`src/rtl/router_pkt_fifo.sv`:
```
`default_nettype none
// ============================================================================
// Module   : router_pkt_fifo
// Brief    : Parametrised router output-channel packet FIFO. Each entry holds
//            a header tag bit plus a data byte. The read side tracks the
//            remaining bytes of the packet being drained, pulses pkt_done on
//            the parity byte, and keeps sticky overflow/underflow flags.
// Revision : 1.0 - initial release
// ============================================================================
module router_pkt_fifo #(
  parameter int DATA_W   = 8,
  parameter int DEPTH    = 16,
  parameter int AW       = $clog2(DEPTH),
  parameter int LEN_LSB  = 2,
  parameter int AF_LEVEL = DEPTH - 2,
  parameter int AE_LEVEL = 2
) (
  input  logic              clock,
  input  logic              resetn,
  input  logic              soft_reset,
  input  logic              write_en,
  input  logic              read_en,
  input  logic              lfd_state,
  input  logic [DATA_W-1:0] data_in,
  output logic [DATA_W-1:0] data_out,
  output logic              empty,
  output logic              full,
  output logic              almost_full,
  output logic              almost_empty,
  output logic [AW:0]       fill_level,
  output logic              pkt_busy,
  output logic              pkt_done,
  output logic              ovf_err,
  output logic              udf_err
);

  // Width of the remaining-byte counter: length field plus one bit for the
  // extra parity byte.
  localparam int          LEN_W   = DATA_W - LEN_LSB;
  localparam int          RW      = LEN_W + 1;
  localparam logic [AW:0] PTR_ONE = {{AW{1'b0}}, 1'b1};
  localparam logic [AW:0] AF_LVL  = (AW+1)'(AF_LEVEL);
  localparam logic [AW:0] AE_LVL  = (AW+1)'(AE_LEVEL);
  localparam logic [RW-1:0] REM_ONE = {{(RW-1){1'b0}}, 1'b1};

  // Storage: MSB is the header tag, low DATA_W bits the byte.
  logic [DATA_W:0] mem [DEPTH];

  logic [AW:0]       wr_ptr_q, wr_ptr_d;
  logic [AW:0]       rd_ptr_q, rd_ptr_d;
  logic [AW:0]       fill_q, fill_d;
  logic [RW-1:0]     rem_q, rem_d;
  logic [DATA_W-1:0] dout_q, dout_d;
  logic              done_q, done_d;
  logic              ovf_q, ovf_d;
  logic              udf_q, udf_d;
  logic              af_q, af_d;
  logic              ae_q, ae_d;
  logic              busy_q, busy_d;

  logic              w_empty;
  logic              w_full;
  logic              w_wr_acc;
  logic              w_rd_acc;
  logic [DATA_W:0]   w_rd_word;
  logic [RW-1:0]     w_hdr_rem;

  assign w_empty   = (wr_ptr_q == rd_ptr_q);
  assign w_full    = (wr_ptr_q[AW] != rd_ptr_q[AW]) &&
                     (wr_ptr_q[AW-1:0] == rd_ptr_q[AW-1:0]);
  assign w_wr_acc  = write_en && !w_full;
  assign w_rd_acc  = read_en && !w_empty;
  assign w_rd_word = mem[rd_ptr_q[AW-1:0]];
  // Header reload value: payload length plus the trailing parity byte.
  assign w_hdr_rem = {1'b0, w_rd_word[DATA_W-1:LEN_LSB]} + REM_ONE;

  // Next-state computation for pointers, counters, flags and read data.
  always_comb begin
    wr_ptr_d = wr_ptr_q;
    rd_ptr_d = rd_ptr_q;
    fill_d   = fill_q;
    rem_d    = rem_q;
    dout_d   = dout_q;
    done_d   = 1'b0;
    ovf_d    = ovf_q | (write_en & w_full);
    udf_d    = udf_q | (read_en & w_empty);

    if (w_wr_acc) begin
      wr_ptr_d = wr_ptr_q + PTR_ONE;
    end

    if (w_rd_acc) begin
      rd_ptr_d = rd_ptr_q + PTR_ONE;
      dout_d   = w_rd_word[DATA_W-1:0];
      if (w_rd_word[DATA_W]) begin
        // A header always reloads, even if the previous packet was cut short.
        rem_d = w_hdr_rem;
      end else if (rem_q != '0) begin
        rem_d  = rem_q - REM_ONE;
        done_d = (rem_q == REM_ONE);
      end
    end

    case ({w_wr_acc, w_rd_acc})
      2'b10:   fill_d = fill_q + PTR_ONE;
      2'b01:   fill_d = fill_q - PTR_ONE;
      default: fill_d = fill_q;
    endcase

    // Channel timeout flush overrides every other input.
    if (soft_reset) begin
      wr_ptr_d = '0;
      rd_ptr_d = '0;
      fill_d   = '0;
      rem_d    = '0;
      dout_d   = '0;
      done_d   = 1'b0;
      ovf_d    = 1'b0;
      udf_d    = 1'b0;
    end

    af_d   = (fill_d >= AF_LVL);
    ae_d   = (fill_d <= AE_LVL);
    busy_d = (rem_d != '0);
  end

  // State registers with asynchronous active-low reset.
  always_ff @(posedge clock or negedge resetn) begin
    if (!resetn) begin
      wr_ptr_q <= '0;
      rd_ptr_q <= '0;
      fill_q   <= '0;
      rem_q    <= '0;
      dout_q   <= '0;
      done_q   <= 1'b0;
      ovf_q    <= 1'b0;
      udf_q    <= 1'b0;
      af_q     <= 1'b0;
      ae_q     <= 1'b1;
      busy_q   <= 1'b0;
    end else begin
      wr_ptr_q <= wr_ptr_d;
      rd_ptr_q <= rd_ptr_d;
      fill_q   <= fill_d;
      rem_q    <= rem_d;
      dout_q   <= dout_d;
      done_q   <= done_d;
      ovf_q    <= ovf_d;
      udf_q    <= udf_d;
      af_q     <= af_d;
      ae_q     <= ae_d;
      busy_q   <= busy_d;
    end
  end

  // Storage array write; contents are never reset, and stale entries are
  // unreachable because reads are gated by the pointers.
  always_ff @(posedge clock) begin
    if (w_wr_acc && !soft_reset) begin
      mem[wr_ptr_q[AW-1:0]] <= {lfd_state, data_in};
    end
  end

  assign data_out     = dout_q;
  assign empty        = w_empty;
  assign full         = w_full;
  assign almost_full  = af_q;
  assign almost_empty = ae_q;
  assign fill_level   = fill_q;
  assign pkt_busy     = busy_q;
  assign pkt_done     = done_q;
  assign ovf_err      = ovf_q;
  assign udf_err      = udf_q;

endmodule
`default_nettype wire

```
`config.mk`:
```
export PLATFORM = sky130hd
export DESIGN_NAME = router_pkt_fifo
export DESIGN_NICKNAME = d
export VERILOG_FILES = /design/src/rtl/router_pkt_fifo.sv
export SDC_FILE = /design/constraint.sdc
export NUM_CORES = 1
export LEC_CHECK = 0
export CAP_MARGIN = 20
export CORE_ASPECT_RATIO = 1.2
export CORE_MARGIN = 10
export CORE_UTILIZATION = 55
export CTS_CLUSTER_SIZE = 20
export DETAILED_ROUTE_END_ITERATION = 8
export PLACE_DENSITY = 0.73
export SKIP_LAST_GASP = 1
export SLEW_MARGIN = 0
export SYNTH_ARGS = -nofsm -noshare
export SYNTH_HDL_FRONTEND = slang
export SYNTH_SLANG_ARGS = --single-unit
```
`constraint.sdc`:
```
create_clock -name clock -period 5.2 [get_ports clock]
set_clock_uncertainty 0.05 [all_clocks]
set_input_delay 1.56 -clock clock [delete_from_list [all_inputs] [get_ports clock]]
set_output_delay 1.56 -clock clock [all_outputs]
set_load 0.05 [all_outputs]
```
; ---- Yosys cells after proc, flatten, opt, wreduce, memory -nomap -nowiden
; Memories as Yosys holds them, arrays and structs flattened.
; Index checks and enable logic that the tools add are counted.
[op_classes]
reduce_logical = 11
order_cmp = 2
n_eq_ne = 6
n_bitwise = 4
n_mux = 20
add_sub_neg = 6
[ops]
columns = operator, n
row1 = $mux W7, 4
row2 = $mux W5, 5
row3 = $mux W8, 2
row4 = $add A5 B1 Y5 const B, 3
row5 = $reduce_bool A7 Y1, 2
row6 = $pmux W5 S2, 1
row7 = $mux W1, 8
row8 = $add A6 B1 Y7 const B, 1
row9 = $eq A7 B1 Y1 const B, 1
row10 = $sub A7 B1 Y7 const B, 1
row11 = $eq A5 B5 Y1, 1
row12 = $ge A5 B4 Y1 const B, 1
row13 = $le A5 B2 Y1 const B, 1
row14 = $sub A5 B1 Y5 const B, 1
row15 = $eq A4 B4 Y1, 1
row16 = $logic_and A1 B1 Y1, 4
row17 = $reduce_bool A2 Y1, 2
row18 = $logic_not A1 Y1, 3
row19 = $and A1 B1 Y1, 2
row20 = $eq A2 B1 Y1 const B, 1
row21 = $eq A2 B2 Y1 const B, 1
row22 = $or A1 B1 Y1, 2
row23 = $ne A1 B1 Y1, 1
[word_totals]
n_memories = 1
inputBits = 14
output_inout_bits = 21
regBits = 36
mem_bits_rw = 144
elab_cells = 61
[memory_table]
columns = name, depth, word_bits, read_ports, rd_ports_with_merged_regs, write_ports, line
row1 = mem, 16, 9, 1, 0, 1, 47  ; logic [DATA_W:0] mem [DEPTH];

; ---- Longest topological paths before layout
; Gate-level depths: netlist (run 1).
[depth]
ltp_word = 8
depth_mapped = 20
depth_no_buf = 15

; ---- Least setup slack after synthesis (run 1)
; No wires, ideal clock.
[synth_path]
path_kind = register -> register
startpoint = register rd_ptr_q[0]
endpoint = register ae_q, in the netlist almost_empty
period_less_slack_ps = 4355
t_arrival_ps = 4184
setup_ps = 121
stages_incl_launch_ff = 21
setup_slack_ps = 845
n_path_buf = 5
required_time_ps = 5029
cell_sequence = dfrtp_1 > buf_6 > buf_6 > buf_6 > xnor2_1 > nand4_1 > nor2_1 > nor2b_1 > inv_1 > clkbuf_1 > ha_1 > clkbuf_1 > xor2_1 > ha_1 > a21o_1 > nand2_1 > a21oi_1 > a211oi_1 > or3_1 > a21oi_1 > a2111oi_0
[synth_via]
elab_chain_cells = 8
elab_cells_between_ends = 12
cone_classes = 1 x order compare / 4 x eq/ne / 2 x mux / 5 x reduce/logical
[synth_lines]
columns = element, line
row1 = from (decl), 50  ; logic [AW:0] rd_ptr_q, rd_ptr_d;
row2 = from (signal assigned), 143  ; rd_ptr_q <= rd_ptr_d;
row3 = $eq A4 B4 Y1 (*), 70  ; (wr_ptr_q[AW-1:0] == rd_ptr_q[AW-1:0]);
row4 = $logic_and A1 B1 Y1 (*), 69  ; assign w_full = (wr_ptr_q[AW] != rd_ptr_q[AW]) &&
row5 = named net full, 27  ; output logic full,
row6 = $logic_not A1 Y1 (*), 71  ; assign w_wr_acc = write_en && !w_full;
row7 = $logic_and A1 B1 Y1 (*), 71
row8 = $eq A2 B1 Y1 or $eq A2 B2 Y1 (tied branches), 104  ; case ({w_wr_acc, w_rd_acc})
row9 = $pmux W5 S2 (*), 104
row10 = $mux W5 (*), 111  ; if (soft_reset) begin
row11 = named net fill_d[4], 51  ; logic [AW:0] fill_q, fill_d;
row12 = $le A5 B2 Y1 (*), 123  ; ae_d = (fill_d <= AE_LVL);
row13 = named net ae_d, 58  ; logic ae_q, ae_d;
row14 = to (signal assigned), 139  ; ae_q <= 1'b1;
row15 = to (signal assigned), 151  ; ae_q <= ae_d;
row16 = to (decl), 58
; Mark *: on every way through the listed nets, which the timed path passes. The rest lies on a longest branch.
; A chain may end at the register's enable or synchronous reset.

; ---- Final worst setup path (run 1)
[layout_path]
startpoint = input port write_en
endpoint = register ae_q, in the netlist almost_empty
[layout_via]
elab_chain_cells = 5
elab_cells_between_ends = 6
cone_classes = 1 x order compare / 2 x eq/ne / 2 x mux / 1 x reduce/logical
[layout_lines]
columns = element, line
row1 = from (decl), 21  ; input logic write_en,
row2 = $logic_and A1 B1 Y1 (*), 71
row3 = $eq A2 B1 Y1 or $eq A2 B2 Y1 (tied branches), 104
row4 = $pmux W5 S2 (*), 104
row5 = $mux W5 (*), 111
row6 = named net fill_d[4], 51
row7 = $le A5 B2 Y1 (*), 123
row8 = named net ae_d, 58
; Marked as above.

==> reports/qor.csv, run 1 <==
metric,value,unit
total CTS buffers,17,
routed vias/inst,6.197,
CTS tree,done,
dpl hpwl,10540,µm
Max-slew headroom,39.74,%
Critical Path RT,5.43,ns
Met1 Wirelength,6742,µm
Worst-path clk slew,0.06,ns
CORE AREA,13940,µm²
ys flop type,edfxtp_1,
die height,151.1,µm
setup TNS,0,ns
Post-synth EDFFs,144,
Final Hold Slack,0.4517,ns
overall power,3693,µW
Worst setup SP type,primary input,
global-route wire length before repair,26190,µm
fillers,998,
unrepaired setup endpoints after global routing,false,
Routed Antenna Nets,0,
Critical Path Fanout Max,13,
final worst-path cycle share,82.14,%
Port Buf Inserts,34,
routability cong.,0.8448,
share of layout cells above drive strength 1,16.93,%
crit path time final,4.271,ns
Crit. End Element,register,
Synth top cells by count,"edfxtp_1 (144), dfrtp_1 (35), nor2_1 (33)",
Area Growth Syn to Fin,13.26,%
fin util,64.05,%
Cells after Synth,506,
Syn Std Cell Area,7881,µm²
Post-layout nets,574,
initial antenna violation count,0,
Worst Hold Depth,2,
Overall Global Routing Usage,17.99,%
R2R depth,15,
DR vias,4536,
ordered list of cells on the worst path,clkdlybuf4s50_1 -> nor2b_1 -> inv_1 -> ha_1 -> xor2_1 -> ha_1 -> a21o_1 -> nand2_1 -> a21oi_1 -> a211oi_1 -> or3_1 -> a21oi_1 -> a2111oi_0,
Starting Density,56.55,%
critical path arrival,4.50,ns
DR iter-0 viols,439,
WL met2,8477,µm
Synth Net Count,532,
pwr dens,413.7,nW/µm²
"top cells by area, synth","edfxtp_1 (55%), dfrtp_1 (11%), mux4_2 (8.0%)",
drt pass-1 iters,5,
most frequent cell after synthesis,edfxtp_1,
Crit path largest cell delay,0.48,ns
hold_buf cts,0,
vias in the first global route,4610,
largest area contributor in the netlist,edfxtp_1,
Max Clock Freq,234.1,MHz
Clk Tree Root Cell,clkbuf_16,
pin count of the biggest net entering global routing,50,
leakage power,0.003078,µW
Die X,129.3,µm
io pins,35,
Seq cells post-synth,180,
Avg WL per Cell,22.70,µm
met3 wire length,955,µm
ANT cells,0,
yosys warns,0,
Synth cell types,67,
grt ovf,0,
CP max-delay cell,clkdlybuf4s50_1,
CTS Buffer Depth,2,
post-cts gate resize count,0,
Worst-Margin Slew,0.9039,ns
clock insertion delay at the later pin of the skew report,0.42,ns
post-CTS setup buffer count,0,
Worst Path Buf+Inv,2,
register area share after synthesis,66.31,%
Peak VDD IR,0.0002187,V
"delay-heaviest family, CP",compound AO/OA/AOI/OAI gates,
Setup Crit Path Kind,primary input to register,
die area,19540,µm²
row count,47,
class of the worst hold path,register to register,
CTS H-tree depth,4,
outcome,finished clean,
Final Hold Vio Count,0,
Slew Limit Fails,0,
# setup viols final,0,
clock sink count,180,
Synth top area share,54.87,%
mean post-synth cell area,15.58,µm²
Max Cap Violations,0,
asr flop ratio synth,20.00,%
instance count on the critical path,13,
max layer used,met4,
Post-Route WL,16620,µm
DR DRC count,0,
"reg-to-reg slack, setup",1.41,ns
-- metrics by stage --
stage / setup WS, ns / cell area [µm²] / instances
after floorplan: 0.8445 / 7881 / 506
after global placement: 0.7309 / 8407 / 700
after detailed placement: 0.5398 / 8407 / 700
after CTS: 0.9804 / 8926 / 732
after global routing: 0.6314 / 8926 / 732
final: 0.9286 / 8926 / 732
-- final timing paths --
check	startpoint	to
setup reg to reg	wr_ptr_q[1]	almost_empty
max in group asynchronous	resetn	rd_ptr_q[0]
hold reg to reg	udf_err	udf_err
min in group asynchronous	resetn	wr_ptr_q[0]
hold / removal	udf_err	udf_err
setup / recovery	write_en	almost_empty
-- per-layer routing --
metal / global-route usage, % / vias to the layer above
met5: 0 / -
met4: 9.112 / 0
met3: 3.881 / 36
met2: 29.66 / 156
met1: 21.96 / 2311
li1: - / 2033
-- layout make-up --
type / instances / area (µm²) / area share (%)
flip-flops and latches: 180 / 5228 / 58.56
clock buffers: 18 / 429.2 / 4.808
inverters: 17 / 63.81 / 0.7149
repair buffers: 48 / 440.4 / 4.934
clock inverters: 14 / 90.09 / 1.009
well taps: 171 / 214.0 / 2.397
multi-input cells: 284 / 2461 / 27.57
-- worst min-delay path: stages (launching register included) --
cell and delay, ns:
dfrtp_1 0.34, a21oi_1 0.04, nor2_1 0.07
-- power breakdown --
part	leakage, µW	switching, µW	total [µW]	internal, µW
clock	0.000236	522	1130	604
sequential	0.00178	57.3	1680	1620
combinational	0.00106	536	890	354
-- cells in the final DEF, fill, tap and decap left out, types with 8 or more instances in the layout --
cell and instances:
nor2_1 33, nand2_1 31, inv_1 17, o21ai_0 10, nand3_1 8, and2_1 11
buf_4 14, xor2_1 8, edfxtp_1 144, dfrtp_1 34, ha_1 12, mux4_2 28
a21oi_1 20, clkbuf_16 17, xnor2_1 12, clkdlybuf4s50_1 33, mux2i_1 23
-- kinds of logic after synthesis --
family                     count (synthesis)  synth area share (%)
buffers and inverters                     42                 2.778
DFF                                      180                 66.31
and+or+nand+nor                          125                 8.128
AOI/OAI and AO/OA                         75                 7.398
xor gates and xnor gates                  20                 2.223
muxes                                     52                 11.26
adders and majority gates                 12                 1.905
-- state kept, by name, summed over array words and instances, names as in the netlist, 5 cells and up --
name	count
rd_ptr_q	5
wr_ptr_q	5
fill_level	5
data_out	8
mem	144
rem_q	7
(Power assumes the default switching activity.)
==> run 2: changes to the inputs <==
Settings changed: CORE_UTILIZATION 55 to 54, PLACE_DENSITY 0.73 to 0.75.
Clock period 5.2 ns to 3.8 ns, I/O delays scaled along.
==> reports/qor.csv, run 2 (synthesized netlist as in run 1, its figures left out) <==
metric,value,unit,change
Area Growth Syn to Fin,16.45,%,
Max Clock Freq,286.3,MHz,
post-CTS setup buffer count,0,,unchanged
die area,19850,µm²,+1.6%
clock sink count,180,,unchanged
global-route wire length before repair,26610,µm,+1.6%
clock insertion delay at the later pin of the skew report,0.42,ns,about the same
routed vias/inst,6.087,,-1.8%
DR vias,4596,,+1.3%
Place WS,-0.04494,ns,-0.5847 ns
Crit. End Element,register,,
initial antenna violation count,0,,unchanged
overall power,5283,µW,+43%
Worst-Margin Slew,0.8006,ns,-0.1034 ns
pin count of the biggest net entering global routing,37,,-26%
"most common cell after layout, fill and taps aside",edfxtp_1,,
routability cong.,0.8346,,-1.2%
Slew Limit Fails,0,,unchanged
Worst-path clk slew,0.06,ns,about the same
switching power,1566,µW,+40%
fin util,63.94,%,-0.11 points
setup slack after layout,0.3068,ns,-0.6218 ns
vias in the first global route,4729,,+2.6%
Clk Tree Root Cell,clkbuf_16,,
Final Hold Vio Count,0,,unchanged
ordered list of cells on the worst path,clkdlybuf4s50_1 -> nor2b_1 -> inv_1 -> ha_1 -> xor2_1 -> ha_1 -> inv_1 -> o21ai_0 -> a21oi_1 -> a211oi_1 -> or3_1 -> a21oi_1 -> a2111oi_0,,
pwr dens,575.7,nW/µm²,+39%
"delay-heaviest family, CP",compound AO/OA/AOI/OAI gates,,
dpl hpwl,11080,µm,+5.2%
total CTS buffers,17,,unchanged
instance count on the critical path,13,,unchanged
Gate power share,23.9,%,-0.2 points
R2R depth,16,,+1
Port Buf Inserts,34,,unchanged
Worst Path Buf+Inv,3,,+1
Post-layout nets,593,,+3.3%
row count,48,,+2.1%
die height,152.3,µm,+0.80%
CP max-delay cell,clkdlybuf4s50_1,,
drt pass-1 iters,5,,unchanged
Routed Antenna Nets,0,,unchanged
DR iter-0 viols,446,,+1.6%
Starting Density,54.91,%,-1.6 points
Critical Path Fanout Max,4,,-9
hold_buf cts,0,,unchanged
Max Cap Violations,0,,unchanged
Clk network pwr share,32.4,%,+1.9 points
Die X,130.3,µm,+0.78%
"reg-to-reg slack, setup",0.32,ns,-1.09 ns
DR DRC count,0,,unchanged
CTS H-tree depth,4,,unchanged
Worst Hold Depth,2,,unchanged
post-cts gate resize count,0,,unchanged
crit path time final,3.493,ns,
CORE AREA,14350,µm²,+3.0%
Switching Fraction,29.65,%,-0.55 points
"commonest cells after routing, fill and taps aside","edfxtp_1 (144), dfrtp_1 (33), nor2_1 (32), buf_4 (32)",,
Post-Route WL,16980,µm,+2.2%
CTS tree,done,,
Avg WL per Cell,22.48,µm,-0.95%
setup TNS,0,ns,unchanged
Max-slew headroom,46.63,%,+6.9 points
Critical Path RT,4.05,ns,-1.38 ns
critical path arrival,3.74,ns,-0.76 ns
Overall Global Routing Usage,17.80,%,-0.19 points
Seq pwr share,43.7,%,-1.7 points
fillers,1020,,+2.2%
grt ovf,0,,unchanged
CTS Buffer Depth,2,,unchanged
Setup Crit Path Kind,primary input to register,,
final worst-path cycle share,91.93,%,
io pins,35,,unchanged
outcome,finished clean,,
Worst setup SP type,primary input,,
unrepaired setup endpoints after global routing,false,,
Peak VDD IR,0.0003613,V,+65%
ANT cells,0,,unchanged
# setup viols final,0,,unchanged
leakage power,0.003235,µW,+5.1%
Crit path largest cell delay,0.48,ns,about the same
class of the worst hold path,register to register,,
share of layout cells above drive strength 1,21.03,%,+4.1 points
Largest register FFs,144,,unchanged
P_int,3717,µW,+44%
[run 2: cell count changes in the layout (fill, tap and decap cells not counted), moves of 2 or more]
cell,delta
buf_4,+18
buf_12,+3
clkinvlp_4,-4
bufinv_16,+2
clkinv_1,-4
inv_6,+2
clkdlybuf4s50_1,-2
[run 2: worst reg2reg max path, delay by kind of cell (launching register included)]
family,cells,cell delay (ns)
compound gates,5,1.00
xor+xnor,2,0.30
buf+inv,3,0.39
fa+ha+maj,2,0.43
flops,1,0.47
simple gates,4,0.72
[run 2: power groups by stage]
stage	combinational (µW)	sequential (µW)	clock, µW
after global routing	1360	2320	1830
after floorplan	804	2460	0
after global placement	1230	2340	0
after detailed placement	1260	2340	0
final	1260	2310	1710
after CTS	1270	2310	1740
[run 2: metrics by stage]
| stage | instance area, µm² | std cells | hold WS (ns) |
|---|---|---|---|
| 6_report | 9178 | 755 | 0.4454 |
| 4_1_cts | 9176 | 755 | 0.4504 |
| 3_5_place_dp | 8594 | 723 | 0.4347 |
| 2_1_floorplan | 7891 | 506 | 0.5109 |
| 5_1_grt | 9178 | 755 | 0.4865 |
| 3_3_place_gp | 8594 | 723 | 0.4290 |
[run 2: routing by layer]
layer | global-route usage (%) | up-vias | routed length, µm
li1 | - | 2080 | -
met4 | 7.350 | 0 | 323
met1 | 21.76 | 2348 | 6922
met3 | 3.898 | 24 | 956
met2 | 29.59 | 144 | 8773
met5 | 0 | - | 0
[run 2: final cells by class]
cell class                      instances  area, µm²  area share, %
Sequential cell                       180       5229          56.97
Multi-Input combinational cell        284       2469          26.90
Timing Repair Buffer                   67      615.6          6.708
Clock buffer                           18      429.2          4.676
Tap cell                              175      219.0          2.386
Clock inverter                         14      152.6          1.663
Inverter                               17      63.81         0.6953
[run 2: worst paths after layout]
check / end / from
max reg2reg: almost_empty / rd_ptr_q[2]
min: udf_err / udf_err
min reg2reg: udf_err / udf_err
min in group asynchronous: almost_full / resetn
max in group asynchronous: rd_ptr_q[0] / resetn
max: almost_empty / write_en
